File: src/rtl/oldland_regbank.sv
// Register bank for the oldland pipeline: storage, registered read selects, multi-stage operand
// forwarding and a per-register outstanding-load scoreboard that drives the execute stall.
module oldland_regbank #(
    parameter int unsigned  DATA_WIDTH     = 32,
    parameter int unsigned  NUM_REGS       = 8,
    parameter int unsigned  NUM_READ_PORTS = 2,
    parameter int unsigned  NUM_FWD_STAGES = 2,
    parameter int unsigned  PEND_W         = 2,
    parameter bit           ZERO_REG       = 1'b0,
    localparam int unsigned SEL_W          = (NUM_REGS > 1) ? $clog2(NUM_REGS) : 1
) (
    input  logic                                 clk,
    input  logic                                 rst,
    input  logic [NUM_READ_PORTS*SEL_W-1:0]      rs_sel,
    input  logic                                 hold,
    output logic [NUM_READ_PORTS*DATA_WIDTH-1:0] rs_data,
    input  logic [NUM_FWD_STAGES-1:0]            fwd_valid,
    input  logic [NUM_FWD_STAGES*SEL_W-1:0]      fwd_sel,
    input  logic [NUM_FWD_STAGES*DATA_WIDTH-1:0] fwd_val,
    input  logic                                 wr_en,
    input  logic [SEL_W-1:0]                     wr_sel,
    input  logic [DATA_WIDTH-1:0]                wr_val,
    input  logic                                 wr_is_load,
    input  logic                                 claim_en,
    input  logic [SEL_W-1:0]                     claim_sel,
    output logic                                 load_stall,
    output logic                                 sb_overflow
);
    localparam logic [PEND_W-1:0] PendMax = '1;

    logic [DATA_WIDTH-1:0] regs_q    [NUM_REGS];
    logic [SEL_W-1:0]      e_sel_q   [NUM_READ_PORTS];
    logic [PEND_W-1:0]     pend_q    [NUM_REGS];
    logic [PEND_W-1:0]     pend_d    [NUM_REGS];
    logic                  overflow_q, overflow_d;
    logic [NUM_REGS-1:0]   claim_hit, load_hit;
    logic [NUM_READ_PORTS-1:0] port_stall;

    always_ff @(posedge clk or posedge rst) begin
        if (rst) begin
            for (int unsigned r = 0; r < NUM_REGS; r++) regs_q[r] <= '0;
        end else if (wr_en) begin
            for (int unsigned r = 0; r < NUM_REGS; r++) begin
                if (wr_sel == SEL_W'(r) && !(ZERO_REG && r == 0)) regs_q[r] <= wr_val;
            end
        end
    end

    always_ff @(posedge clk or posedge rst) begin
        if (rst) begin
            for (int unsigned p = 0; p < NUM_READ_PORTS; p++) e_sel_q[p] <= '0;
        end else if (!hold) begin
            for (int unsigned p = 0; p < NUM_READ_PORTS; p++) begin
                e_sel_q[p] <= rs_sel[p*SEL_W +: SEL_W];
            end
        end
    end

    // Register 0 is never tracked when it is hardwired to zero.
    for (genvar r = 0; r < NUM_REGS; r++) begin : g_hit
        localparam bit Tracked = !(ZERO_REG && r == 0);
        assign claim_hit[r] = Tracked && claim_en && (claim_sel == SEL_W'(r));
        assign load_hit[r]  = Tracked && wr_en && wr_is_load && (wr_sel == SEL_W'(r));
    end

    always_comb begin
        overflow_d = overflow_q;
        for (int unsigned r = 0; r < NUM_REGS; r++) begin
            pend_d[r] = pend_q[r];
            if (claim_hit[r] && !load_hit[r]) begin
                if (pend_q[r] == PendMax) overflow_d = 1'b1;
                else                      pend_d[r]  = pend_q[r] + 1'b1;
            end else if (load_hit[r] && !claim_hit[r] && pend_q[r] != '0) begin
                pend_d[r] = pend_q[r] - 1'b1;
            end
        end
    end

    always_ff @(posedge clk or posedge rst) begin
        if (rst) begin
            for (int unsigned r = 0; r < NUM_REGS; r++) pend_q[r] <= '0;
            overflow_q <= 1'b0;
        end else begin
            for (int unsigned r = 0; r < NUM_REGS; r++) pend_q[r] <= pend_d[r];
            overflow_q <= overflow_d;
        end
    end

    for (genvar p = 0; p < NUM_READ_PORTS; p++) begin : g_port
        logic [SEL_W-1:0]      sel;
        logic [DATA_WIDTH-1:0] stored, operand;
        logic [PEND_W-1:0]     pend_sel;
        logic                  fwd_hit;

        assign sel = e_sel_q[p];

        always_comb begin
            stored   = '0;
            pend_sel = '0;
            for (int unsigned r = 0; r < NUM_REGS; r++) begin
                if (sel == SEL_W'(r)) begin
                    stored   = regs_q[r];
                    pend_sel = pend_q[r];
                end
            end
        end

        // Lowest priority applied first so later assignments win.
        always_comb begin
            operand = stored;
            fwd_hit = 1'b0;
            if (wr_en && wr_sel == sel) operand = wr_val;
            for (int unsigned i = 0; i < NUM_FWD_STAGES; i++) begin
                if (!fwd_hit && fwd_valid[i] && fwd_sel[i*SEL_W +: SEL_W] == sel) begin
                    operand = fwd_val[i*DATA_WIDTH +: DATA_WIDTH];
                    fwd_hit = 1'b1;
                end
            end
            if (ZERO_REG && sel == '0) operand = '0;
        end

        assign rs_data[p*DATA_WIDTH +: DATA_WIDTH] = operand;

        // The last outstanding load completing this cycle is bypassed, so no stall.
        assign port_stall[p] = (pend_sel != '0) &&
                               !(wr_en && wr_is_load && wr_sel == sel && pend_sel == PEND_W'(1));
    end

    assign load_stall  = |port_stall;
    assign sb_overflow = overflow_q;

endmodule

File: config.mk
export PLATFORM = sky130hd
export DESIGN_NAME = oldland_regbank
export DESIGN_NICKNAME = d
export VERILOG_FILES = /design/src/rtl/oldland_regbank.sv
export SDC_FILE = /design/constraint.sdc
export NUM_CORES = 1
export LEC_CHECK = 0
export ABC_AREA = 0
export CAP_MARGIN = 15
export CELL_PAD_IN_SITES_DETAIL_PLACEMENT = 1
export CELL_PAD_IN_SITES_GLOBAL_PLACEMENT = 2
export CORE_MARGIN = 2
export CORE_UTILIZATION = 30
export CTS_BUF_LIST = sky130_fd_sc_hd__clkbuf_16
export DETAILED_ROUTE_END_ITERATION = 7
export PLACE_DENSITY_LB_ADDON = 0.1
export SYNTH_ARGS = -nofsm -noshare
export SYNTH_HDL_FRONTEND = slang
export SYNTH_SLANG_ARGS = --single-unit
File: constraint.sdc
create_clock -name clk -period 14.2 [get_ports clk]
set_clock_uncertainty 0.15 [all_clocks]
set_input_delay 1.42 -clock clk [delete_from_list [all_inputs] [get_ports clk]]
set_output_delay 1.42 -clock clk [all_outputs]
set_load 0.01 [all_outputs]
==> impl_results.html, run 1 <==
<table>
<tr><th>Metric</th><th>Value</th></tr>
<tr><th colspan="2">Synthesis</th></tr>
<tr><td>Post-synthesis cell type count</td><td>60</td></tr>
<tr><td>FFs w/ async S/R, synth</td><td>1.00</td></tr>
<tr><td>Count of synthesis-stage warnings from yosys</td><td>0</td></tr>
<tr><td>Avg Synthesized Cell Area</td><td>10.1 um2</td></tr>
<tr><td>Mapped Area</td><td>around 0.017 mm2</td></tr>
<tr><td>Sequential area share after synthesis</td><td>0.418</td></tr>
<tr><td>Leading register cell type out of synthesis</td><td>sky130_fd_sc_hd__dfrtp_1</td></tr>
<tr><td>Number of nets in the synthesized netlist</td><td>around 1.8k</td></tr>
<tr><td>EDFF count, synth</td><td>0</td></tr>
<tr><td>Total of flip-flops plus latches after synthesis</td><td>279</td></tr>
<tr><td>Mapped Cells</td><td>1647</td></tr>
<tr><th colspan="2">Run</th></tr>
<tr><td>Number of max-cap violations</td><td>0</td></tr>
<tr><th colspan="2">Worst setup path</th></tr>
<tr><td>Slowest stage cell on the critical path</td><td>sky130_fd_sc_hd__nand2b_2</td></tr>
<tr><td>End of the worst register-to-register path</td><td>g_port[0].sel[1]$_DFFE_PP0N_</td></tr>
<tr><td>Worst Path Max Fanout</td><td>43</td></tr>
<tr><td>Kind of cell adding the most delay to the critical path</td><td>simple AND/OR/NAND/NOR gates</td></tr>
<tr><td>R2R cell count</td><td>3</td></tr>
<tr><td>Cell chain of the critical path</td><td>clkdlybuf4s50_1 &gt; xnor2_1 &gt; and4_2 &gt; buf_4 &gt; nand2b_1 &gt; nand2b_2 &gt; o21ai_0 &gt; clkdlybuf4s50_1</td></tr>
<tr><td>Endpoint type of the worst setup path</td><td>output port</td></tr>
<tr><td>Kind of launch point of the worst setup path</td><td>primary input</td></tr>
<tr><td>Source of the critical timing path</td><td>fwd_sel[2]</td></tr>
<tr><td>Count of buffering cells on the critical path with inverters included</td><td>3</td></tr>
<tr><td>Required time of the critical path</td><td>12630 ps</td></tr>
<tr><td>CP peak stage delay</td><td>820 ps</td></tr>
<tr><td>Most frequent CP cell</td><td>sky130_fd_sc_hd__clkdlybuf4s50_1</td></tr>
<tr><td>Worst r2r src</td><td>g_port[0].sel[1]$_DFFE_PP0N_</td></tr>
<tr><td>Reg-to-reg slack, setup</td><td>11780 ps</td></tr>
<tr><td>Data arrival time of the critical path</td><td>between 5000 and 6000 ps</td></tr>
<tr><td>Worst setup path category</td><td>primary input to output port</td></tr>
<tr><th colspan="2">Clock tree</th></tr>
<tr><td>Clock sink count</td><td>279</td></tr>
<tr><td>Count of hold-fix buffers inserted at cts</td><td>0</td></tr>
<tr><td>Clock transition at path regs</td><td>50 ps</td></tr>
<tr><td>Max Buffers Root-to-Sink</td><td>3</td></tr>
<tr><td>Number of gates given a new drive strength after cts</td><td>0</td></tr>
<tr><td>Cts bufs inserted</td><td>37</td></tr>
<tr><td>Setup bufs post-CTS</td><td>0</td></tr>
<tr><td>Clock insertion delay at the later pin of the skew report</td><td>560 ps</td></tr>
<tr><td>Clock root buffer master</td><td>sky130_fd_sc_hd__clkbuf_16</td></tr>
<tr><td>H-tree depth reported by CTS</td><td>2</td></tr>
<tr><td>CTS tree</td><td>built</td></tr>
<tr><th colspan="2">Min path</th></tr>
<tr><td>Sink of the worst hold path</td><td>sb_overflow$_DFF_PP0_</td></tr>
<tr><td>Worst min-delay path category</td><td>register to register</td></tr>
<tr><td>Hold depth</td><td>1</td></tr>
<tr><td>Hold_sp</td><td>sb_overflow$_DFF_PP0_</td></tr>
<tr><th colspan="2">Place</th></tr>
<tr><td>Number of I/O port buffers</td><td>between 150 and 200</td></tr>
<tr><td>Detailed Place HPWL</td><td>39.7 mm</td></tr>
<tr><td>Routability cong.</td><td>0.757</td></tr>
<tr><td>Placed Instance Area</td><td>0.0191 mm2</td></tr>
<tr><th colspan="2">Floorplan</th></tr>
<tr><td>DIE AREA</td><td>0.0576 mm2</td></tr>
<tr><td>Floorplan die height</td><td>~240 um</td></tr>
<tr><td>Site Rows</td><td>86</td></tr>
<tr><td>Die Span X</td><td>240 um</td></tr>
<tr><td>I/O pin cnt</td><td>188</td></tr>
<tr><td>Core region area</td><td>0.0551 mm2</td></tr>
<tr><td>Initial standard-cell utilization of the core</td><td>0.303</td></tr>
<tr><th colspan="2">Finish</th></tr>
<tr><td>Number of filler instances in the final layout</td><td>6151</td></tr>
<tr><td>Area of all placed cells without fillers</td><td>between 0.02 and 0.025 mm2</td></tr>
<tr><td>Post-layout nets</td><td>1857</td></tr>
<tr><td>Final Util</td><td>0.366</td></tr>
<tr><td>Ratio of cells with drive above 1 in the final layout</td><td>0.200</td></tr>
<tr><td>Signed area change from the synthesized netlist to the final layout</td><td>20.9%</td></tr>
<tr><th colspan="2">STA</th></tr>
<tr><td>RSZ-0062 raised after global routing</td><td>no</td></tr>
<tr><td>Total Negative Setup Slacks</td><td>0 ps</td></tr>
<tr><td>Relative slew margins</td><td>0.197</td></tr>
<tr><td>Max-slew violation count</td><td>0</td></tr>
<tr><td>Clock period minus worst slack</td><td>6950 ps</td></tr>
<tr><td>Final count of hold timing violations</td><td>0</td></tr>
<tr><td>Tightest Pin Transition</td><td>1210 ps</td></tr>
<tr><td>Final-report setup violation count</td><td>0</td></tr>
<tr><td>Highest achievable clock rate</td><td>144 MHz</td></tr>
<tr><td>Fin crit share</td><td>0.489</td></tr>
<tr><th colspan="2">Pwr</th></tr>
<tr><td>Power density of the placed cells</td><td>141 mW/mm2</td></tr>
<tr><td>Leakage power of the design</td><td>8.36 nW</td></tr>
<tr><td>Peak ir drop on the vdd network</td><td>about 0.065 mV</td></tr>
<tr><th colspan="2">Route</th></tr>
<tr><td>Mean routed wirelength per cell</td><td>27.2 um</td></tr>
<tr><td>Total iterations of the first detailed-routing run</td><td>7</td></tr>
<tr><td>Routed Antenna Nets</td><td>0</td></tr>
<tr><td>Drt first-iter violations</td><td>1205</td></tr>
<tr><td>Routed WL</td><td>68.2 mm</td></tr>
<tr><td>Drc violations</td><td>0</td></tr>
<tr><td>Vias after detailed routing</td><td>14.0k</td></tr>
<tr><td>Via-per-instance ratio</td><td>about 5.6</td></tr>
<tr><th colspan="2">Global route</th></tr>
<tr><td>Most Crowded Layer GR</td><td>met2</td></tr>
<tr><td>Global routing usage on met1</td><td>0.329</td></tr>
<tr><td>Number of global-route vias before repair</td><td>14.8k</td></tr>
<tr><td>Pin count of the biggest net entering global routing</td><td>174</td></tr>
<tr><td>Met2 GRT Util</td><td>0.395</td></tr>
<tr><td>Global-route wire length before repair</td><td>101 mm</td></tr>
<tr><td>Total congestion overflow</td><td>0</td></tr>
<tr><td>Global-route total usage across every layer</td><td>0.240</td></tr>
<tr><td>GRT met3 Usage</td><td>0.0410</td></tr>
<tr><td>Antenna violations before repair</td><td>3</td></tr>
<tr><th colspan="2">Outcome</th></tr>
<tr><td>Outcome</td><td>finished clean</td></tr>
</table>
layer usage:
layer / wire length, um / part of all wire / vias up
li1: - / - / 6168
met1: 30700 / 0.45 / 7439
met2: 32500 / 0.48 / 368
met3: 3650 / 0.054 / 70
met4: 1340 / 0.020 / 2
met5: 13 / 0.00019 / -
layout make-up:
type / instances / area [um2] / area share
clock buffer: 37 / 926 / 0.0459
sequential: 279 / 7000 / 0.347
clock inverter: 25 / 153 / 0.00756
tap: 748 / 936 / 0.0464
antenna: 1 / 2.50 / 0.000124
multi-input combinational: 1182 / 8980 / 0.445
timing repair buffer: 220 / 2130 / 0.106
inverter: 15 / 65.1 / 0.00322
report_power, final:
group	leakage (nW)	total, W	switching [W]	internal (W)
clock	0.556	0.000861	0.000372	0.000489
sequential	3.43	0.00110	0.000145	0.000957
combinational	4.38	0.000891	0.000424	0.000467
kinds of logic after synthesis:
family                    count (synthesis)  synth area share
DFF                                     279             0.418
buffers and inverters                   186            0.0489
muxes                                   287             0.254
xor gates and xnor gates                 18           0.00944
and+or+nand+nor                         575             0.145
AOI/OAI and AO/OA                       302             0.124
synthesized netlist by cell type, drive strengths merged (9+ instances only):
cell type	number	share of area
a21oi	54	0.016
a221oi	29	0.015
a222oi	41	0.025
a22oi	37	0.017
buf	73	0.023
clkbuf	98	0.022
dfrtp	279	0.42
inv	15	0.0034
mux2	156	0.11
mux2i	37	0.022
mux4	94	0.13
nand2	428	0.096
nand2b	9	0.0034
nand3	24	0.0072
nor2	60	0.014
nor2b	9	0.0034
o21ai	86	0.026
xnor2	18	0.0094
worst register-to-register path, delay by kind of cell, from the launching register on:
family,cells,cell delay [ps]
buffers and inverters,2,1410
flip-flops,1,460
multiplexers,1,330
sequential cells by signal, summed over array words and instances (netlist names):
register and cells:
regs_q 256, pend_q 16, g_port.sel 6, sb_overflow 1
cell usage in the layout, fill, tap and decap left out, types with 5 or more instances in the layout:
cell type	n
sky130_fd_sc_hd__a21oi_1	54
sky130_fd_sc_hd__nor2_1	58
sky130_fd_sc_hd__clkbuf_16	37
sky130_fd_sc_hd__a211oi_1	6
sky130_fd_sc_hd__a31oi_1	8
sky130_fd_sc_hd__nand3_1	24
sky130_fd_sc_hd__dfrtp_1	274
sky130_fd_sc_hd__nand4_1	8
sky130_fd_sc_hd__nor3_1	5
sky130_fd_sc_hd__o21ai_0	83
sky130_fd_sc_hd__a221oi_1	29
sky130_fd_sc_hd__clkinv_1	11
sky130_fd_sc_hd__clkdlybuf4s50_1	187
sky130_fd_sc_hd__nor2b_1	8
sky130_fd_sc_hd__mux4_2	94
sky130_fd_sc_hd__nand4b_1	6
sky130_fd_sc_hd__buf_4	32
sky130_fd_sc_hd__o22ai_1	6
sky130_fd_sc_hd__nand2_1	428
sky130_fd_sc_hd__a22oi_1	37
sky130_fd_sc_hd__inv_1	21
sky130_fd_sc_hd__mux2_2	156
sky130_fd_sc_hd__xnor2_1	18
sky130_fd_sc_hd__a222oi_1	41
sky130_fd_sc_hd__nand2b_1	8
sky130_fd_sc_hd__mux2i_1	37
through the flow:
| stage | hold WS (ps) | setup slack, ps | instances | total power, W |
|---|---|---|---|---|
| 6_report | 336 | 7250 | 2507 | 0.00285 |
| 5_1_grt | 349 | 7200 | 2507 | 0.00301 |
| 4_1_cts | 349 | 7300 | 2506 | 0.00289 |
| 3_5_place_dp | 332 | 7320 | 2444 | 0.00201 |
| 3_3_place_gp | 313 | 7400 | 2444 | 0.00199 |
| 2_1_floorplan | 307 | 4940 | 1647 | 0.00162 |
worst max path at each step:
| stage | to | slack [ps] | cells past startpoint |
|---|---|---|---|
| 2_1_floorplan | g_port[0].sel[0]$_DFFE_PP0N_ | 4940 | 1 |
| 3_3_place_gp | rs_data[38] | 7400 | 8 |
| 3_5_place_dp | rs_data[38] | 7320 | 8 |
| 4_1_cts | rs_data[38] | 7300 | 8 |
| 5_1_grt | rs_data[38] | 7200 | 8 |
| 6_report | rs_data[38] | 7250 | 8 |
Power figures use the tool's default switching activity.
==> run 2, diff against run 1 <==
==> constraint.sdc (replaced) <==
create_clock -name clk -period 6.55 [get_ports clk]
set_clock_uncertainty 0.15 [all_clocks]
set_input_delay 0.655 -clock clk [delete_from_list [all_inputs] [get_ports clk]]
set_output_delay 0.655 -clock clk [all_outputs]
set_load 0.01 [all_outputs]
==> run 2 against run 1 <==
Effect of this change: first-iteration DRC count is 5.5% lower; critical path type is now register to output port; worst hold slack got worse by 15 ps; power up 110%; sequential share of layout area shrank 0.056 points; cell count rose by 0.12%; register-to-register slack got worse by 7400 ps.
==> impl_results.html, run 2 (same netlist as run 1, synthesis figures left out) <==
<table>
<tr><th>Metric</th><th>Value</th></tr>
<tr><th colspan="2">Global route</th></tr>
<tr><td>Total congestion overflow</td><td>0</td></tr>
<tr><td>Pin count of the biggest net entering global routing</td><td>between 100 and 150</td></tr>
<tr><td>Number of global-route vias before repair</td><td>14.8k</td></tr>
<tr><td>Most Crowded Layer GR</td><td>met2</td></tr>
<tr><td>GRT met3 Usage</td><td>0.0316</td></tr>
<tr><td>Global routing usage on met1</td><td>0.332</td></tr>
<tr><td>Met2 GRT Util</td><td>0.397</td></tr>
<tr><td>Antenna violations before repair</td><td>1</td></tr>
<tr><td>Global-route total usage across every layer</td><td>0.240</td></tr>
<tr><td>Global-route wire length before repair</td><td>roughly 100 mm</td></tr>
<tr><th colspan="2">Place</th></tr>
<tr><td>Routability cong.</td><td>0.751</td></tr>
<tr><td>Pre-CTS setup slack</td><td>1600 ps</td></tr>
<tr><td>Detailed Place HPWL</td><td>40.2 mm</td></tr>
<tr><td>Number of I/O port buffers</td><td>187</td></tr>
<tr><td>Placed Instance Area</td><td>between 0.015 and 0.02 mm2</td></tr>
<tr><th colspan="2">Finish</th></tr>
<tr><td>Post-layout nets</td><td>1862</td></tr>
<tr><td>Number of flip-flops under the largest register name</td><td>between 200 and 300</td></tr>
<tr><td>Leading cell types in the layout, fill and taps excluded</td><td>428 x sky130_fd_sc_hd__nand2_1, 274 x sky130_fd_sc_hd__dfrtp_1, 187 x sky130_fd_sc_hd__clkdlybuf4s50_1</td></tr>
<tr><td>Footprint of the multi-input gates</td><td>roughly 0.0090 mm2</td></tr>
<tr><td>Register name with the most flops</td><td>regs_q</td></tr>
<tr><td>Final Util</td><td>0.367</td></tr>
<tr><td>Most common cell after layout, fill and taps aside</td><td>sky130_fd_sc_hd__nand2_1</td></tr>
<tr><td>Storage cell area</td><td>0.00700 mm2</td></tr>
<tr><td>Area of all placed cells without fillers</td><td>0.0202 mm2</td></tr>
<tr><td>Signed area change from the synthesized netlist to the final layout</td><td>21.1%</td></tr>
<tr><td>Ratio of cells with drive above 1 in the final layout</td><td>0.203</td></tr>
<tr><td>Number of filler instances in the final layout</td><td>6120</td></tr>
<tr><th colspan="2">Floorplan</th></tr>
<tr><td>Initial standard-cell utilization of the core</td><td>0.303</td></tr>
<tr><td>I/O pin cnt</td><td>between 150 and 200</td></tr>
<tr><td>Die Span X</td><td>240 um</td></tr>
<tr><td>Floorplan die height</td><td>240 um</td></tr>
<tr><td>Core region area</td><td>0.0551 mm2</td></tr>
<tr><td>DIE AREA</td><td>0.0576 mm2</td></tr>
<tr><td>Site Rows</td><td>86</td></tr>
<tr><th colspan="2">STA</th></tr>
<tr><td>Final count of hold timing violations</td><td>0</td></tr>
<tr><td>Max-slew violation count</td><td>0</td></tr>
<tr><td>RSZ-0062 raised after global routing</td><td>no</td></tr>
<tr><td>Final-report setup violation count</td><td>0</td></tr>
<tr><td>Total Negative Setup Slacks</td><td>0 ps</td></tr>
<tr><td>Relative slew margins</td><td>0.212</td></tr>
<tr><td>Highest achievable clock rate</td><td>a little under 200 MHz</td></tr>
<tr><td>Clock period minus worst slack</td><td>5160 ps</td></tr>
<tr><td>Smallest setup slack after layout</td><td>between 1000 and 1500 ps</td></tr>
<tr><td>Tightest Pin Transition</td><td>1180 ps</td></tr>
<tr><td>Fin crit share</td><td>0.788</td></tr>
<tr><th colspan="2">Route</th></tr>
<tr><td>Total iterations of the first detailed-routing run</td><td>6</td></tr>
<tr><td>Via-per-instance ratio</td><td>between 5 and 6</td></tr>
<tr><td>Mean routed wirelength per cell</td><td>27.1 um</td></tr>
<tr><td>Vias after detailed routing</td><td>14.0k</td></tr>
<tr><td>Routed WL</td><td>slightly below 70 mm</td></tr>
<tr><td>Routed Antenna Nets</td><td>0</td></tr>
<tr><td>Drt first-iter violations</td><td>1139</td></tr>
<tr><td>Drc violations</td><td>0</td></tr>
<tr><th colspan="2">Pwr</th></tr>
<tr><td>Power density of the placed cells</td><td>303 mW/mm2</td></tr>
<tr><td>Power consumption</td><td>0.00614 W</td></tr>
<tr><td>Leakage power of the design</td><td>8.39 nW</td></tr>
<tr><td>Peak ir drop on the vdd network</td><td>approximately 0.16 mV</td></tr>
<tr><th colspan="2">Clock tree</th></tr>
<tr><td>Number of gates given a new drive strength after cts</td><td>0</td></tr>
<tr><td>CTS tree</td><td>built</td></tr>
<tr><td>Count of hold-fix buffers inserted at cts</td><td>0</td></tr>
<tr><td>Clock root buffer master</td><td>sky130_fd_sc_hd__clkbuf_16</td></tr>
<tr><td>Clock insertion delay at the later pin of the skew report</td><td>~540 ps</td></tr>
<tr><td>Cts bufs inserted</td><td>37</td></tr>
<tr><td>Clock sink count</td><td>279</td></tr>
<tr><td>Clock transition at path regs</td><td>50 ps</td></tr>
<tr><td>Max Buffers Root-to-Sink</td><td>3</td></tr>
<tr><td>Setup bufs post-CTS</td><td>0</td></tr>
<tr><td>H-tree depth reported by CTS</td><td>2</td></tr>
<tr><th colspan="2">Min path</th></tr>
<tr><td>Worst min-delay path category</td><td>register to register</td></tr>
<tr><td>Hold depth</td><td>1</td></tr>
<tr><td>Hold_sp</td><td>sb_overflow$_DFF_PP0_</td></tr>
<tr><td>Sink of the worst hold path</td><td>sb_overflow$_DFF_PP0_</td></tr>
<tr><th colspan="2">Worst setup path</th></tr>
<tr><td>Worst Path Max Fanout</td><td>38</td></tr>
<tr><td>Reg-to-reg slack, setup</td><td>4360 ps</td></tr>
<tr><td>Required time of the critical path</td><td>5740 ps</td></tr>
<tr><td>Worst r2r src</td><td>g_port[1].sel[1]$_DFFE_PP0N_</td></tr>
<tr><td>R2R cell count</td><td>2</td></tr>
<tr><td>Kind of launch point of the worst setup path</td><td>register</td></tr>
<tr><td>End of the worst register-to-register path</td><td>g_port[1].sel[1]$_DFFE_PP0N_</td></tr>
<tr><td>Worst setup path category</td><td>register to output port</td></tr>
<tr><td>Data arrival time of the critical path</td><td>approximately 4400 ps</td></tr>
<tr><td>Endpoint type of the worst setup path</td><td>output port</td></tr>
<tr><th colspan="2">Outcome</th></tr>
<tr><td>Outcome</td><td>finished clean</td></tr>
<tr><th colspan="2">Run</th></tr>
<tr><td>Number of max-cap violations</td><td>0</td></tr>
</table>
run 2: routing by layer:
metal | vias up | wire length, um
met4 | 0 | 1500
li1 | 6177 | -
met5 | - | 0
met3 | 73 | 3080
met1 | 7365 | 31200
met2 | 353 | 32300
run 2: worst max path at each step:
stage | start | endpoint | slack [ps] | cells past startpoint
floorplan | rst | g_port[0].sel[0]$_DFFE_PP0N_ | 2050 | 1
global placement | wr_sel[0] | rs_data[40] | 1660 | 8
detailed placement | wr_sel[0] | rs_data[40] | 1600 | 8
CTS | g_port[0].sel[2]$_DFFE_PP0N_ | rs_data[26] | 1360 | 7
global route | g_port[0].sel[2]$_DFFE_PP0N_ | rs_data[25] | 1210 | 7
finish | g_port[0].sel[1]$_DFFE_PP0N_ | rs_data[25] | 1390 | 6
run 2: per-stage QoR:
stage	std cells	hold slack, ps
after CTS	2509	335
final	2510	322
after floorplan	1647	307
after detailed placement	2449	324
after global placement	2449	320
after global routing	2510	362
run 2: layout make-up:
type                       count  area share
multi-input combinational   1182       0.444
sequential                   279       0.346
timing repair buffer         225       0.110
tap                          748      0.0463
clock buffer                  37      0.0458
clock inverter                23     0.00520
inverter                      15     0.00297
antenna                        1    0.000124
run 2: critical path: stages, from the launching register on:
cell                              delay (ps)
sky130_fd_sc_hd__dfrtp_4                 840
sky130_fd_sc_hd__xnor2_1                 210
sky130_fd_sc_hd__nand4_1                 630
sky130_fd_sc_hd__nand3_1                1040
sky130_fd_sc_hd__buf_4                   370
sky130_fd_sc_hd__o21ai_0                 150
sky130_fd_sc_hd__clkdlybuf4s50_1         510
run 2: power breakdown:
part           internal [W]  switching [W]  leakage [nW]  total, W
clock               0.00102       0.000791         0.543   0.00181
sequential          0.00207       0.000323          3.43   0.00240
combinational       0.00102       0.000909          4.42   0.00193
total               0.00411        0.00202          8.39   0.00614
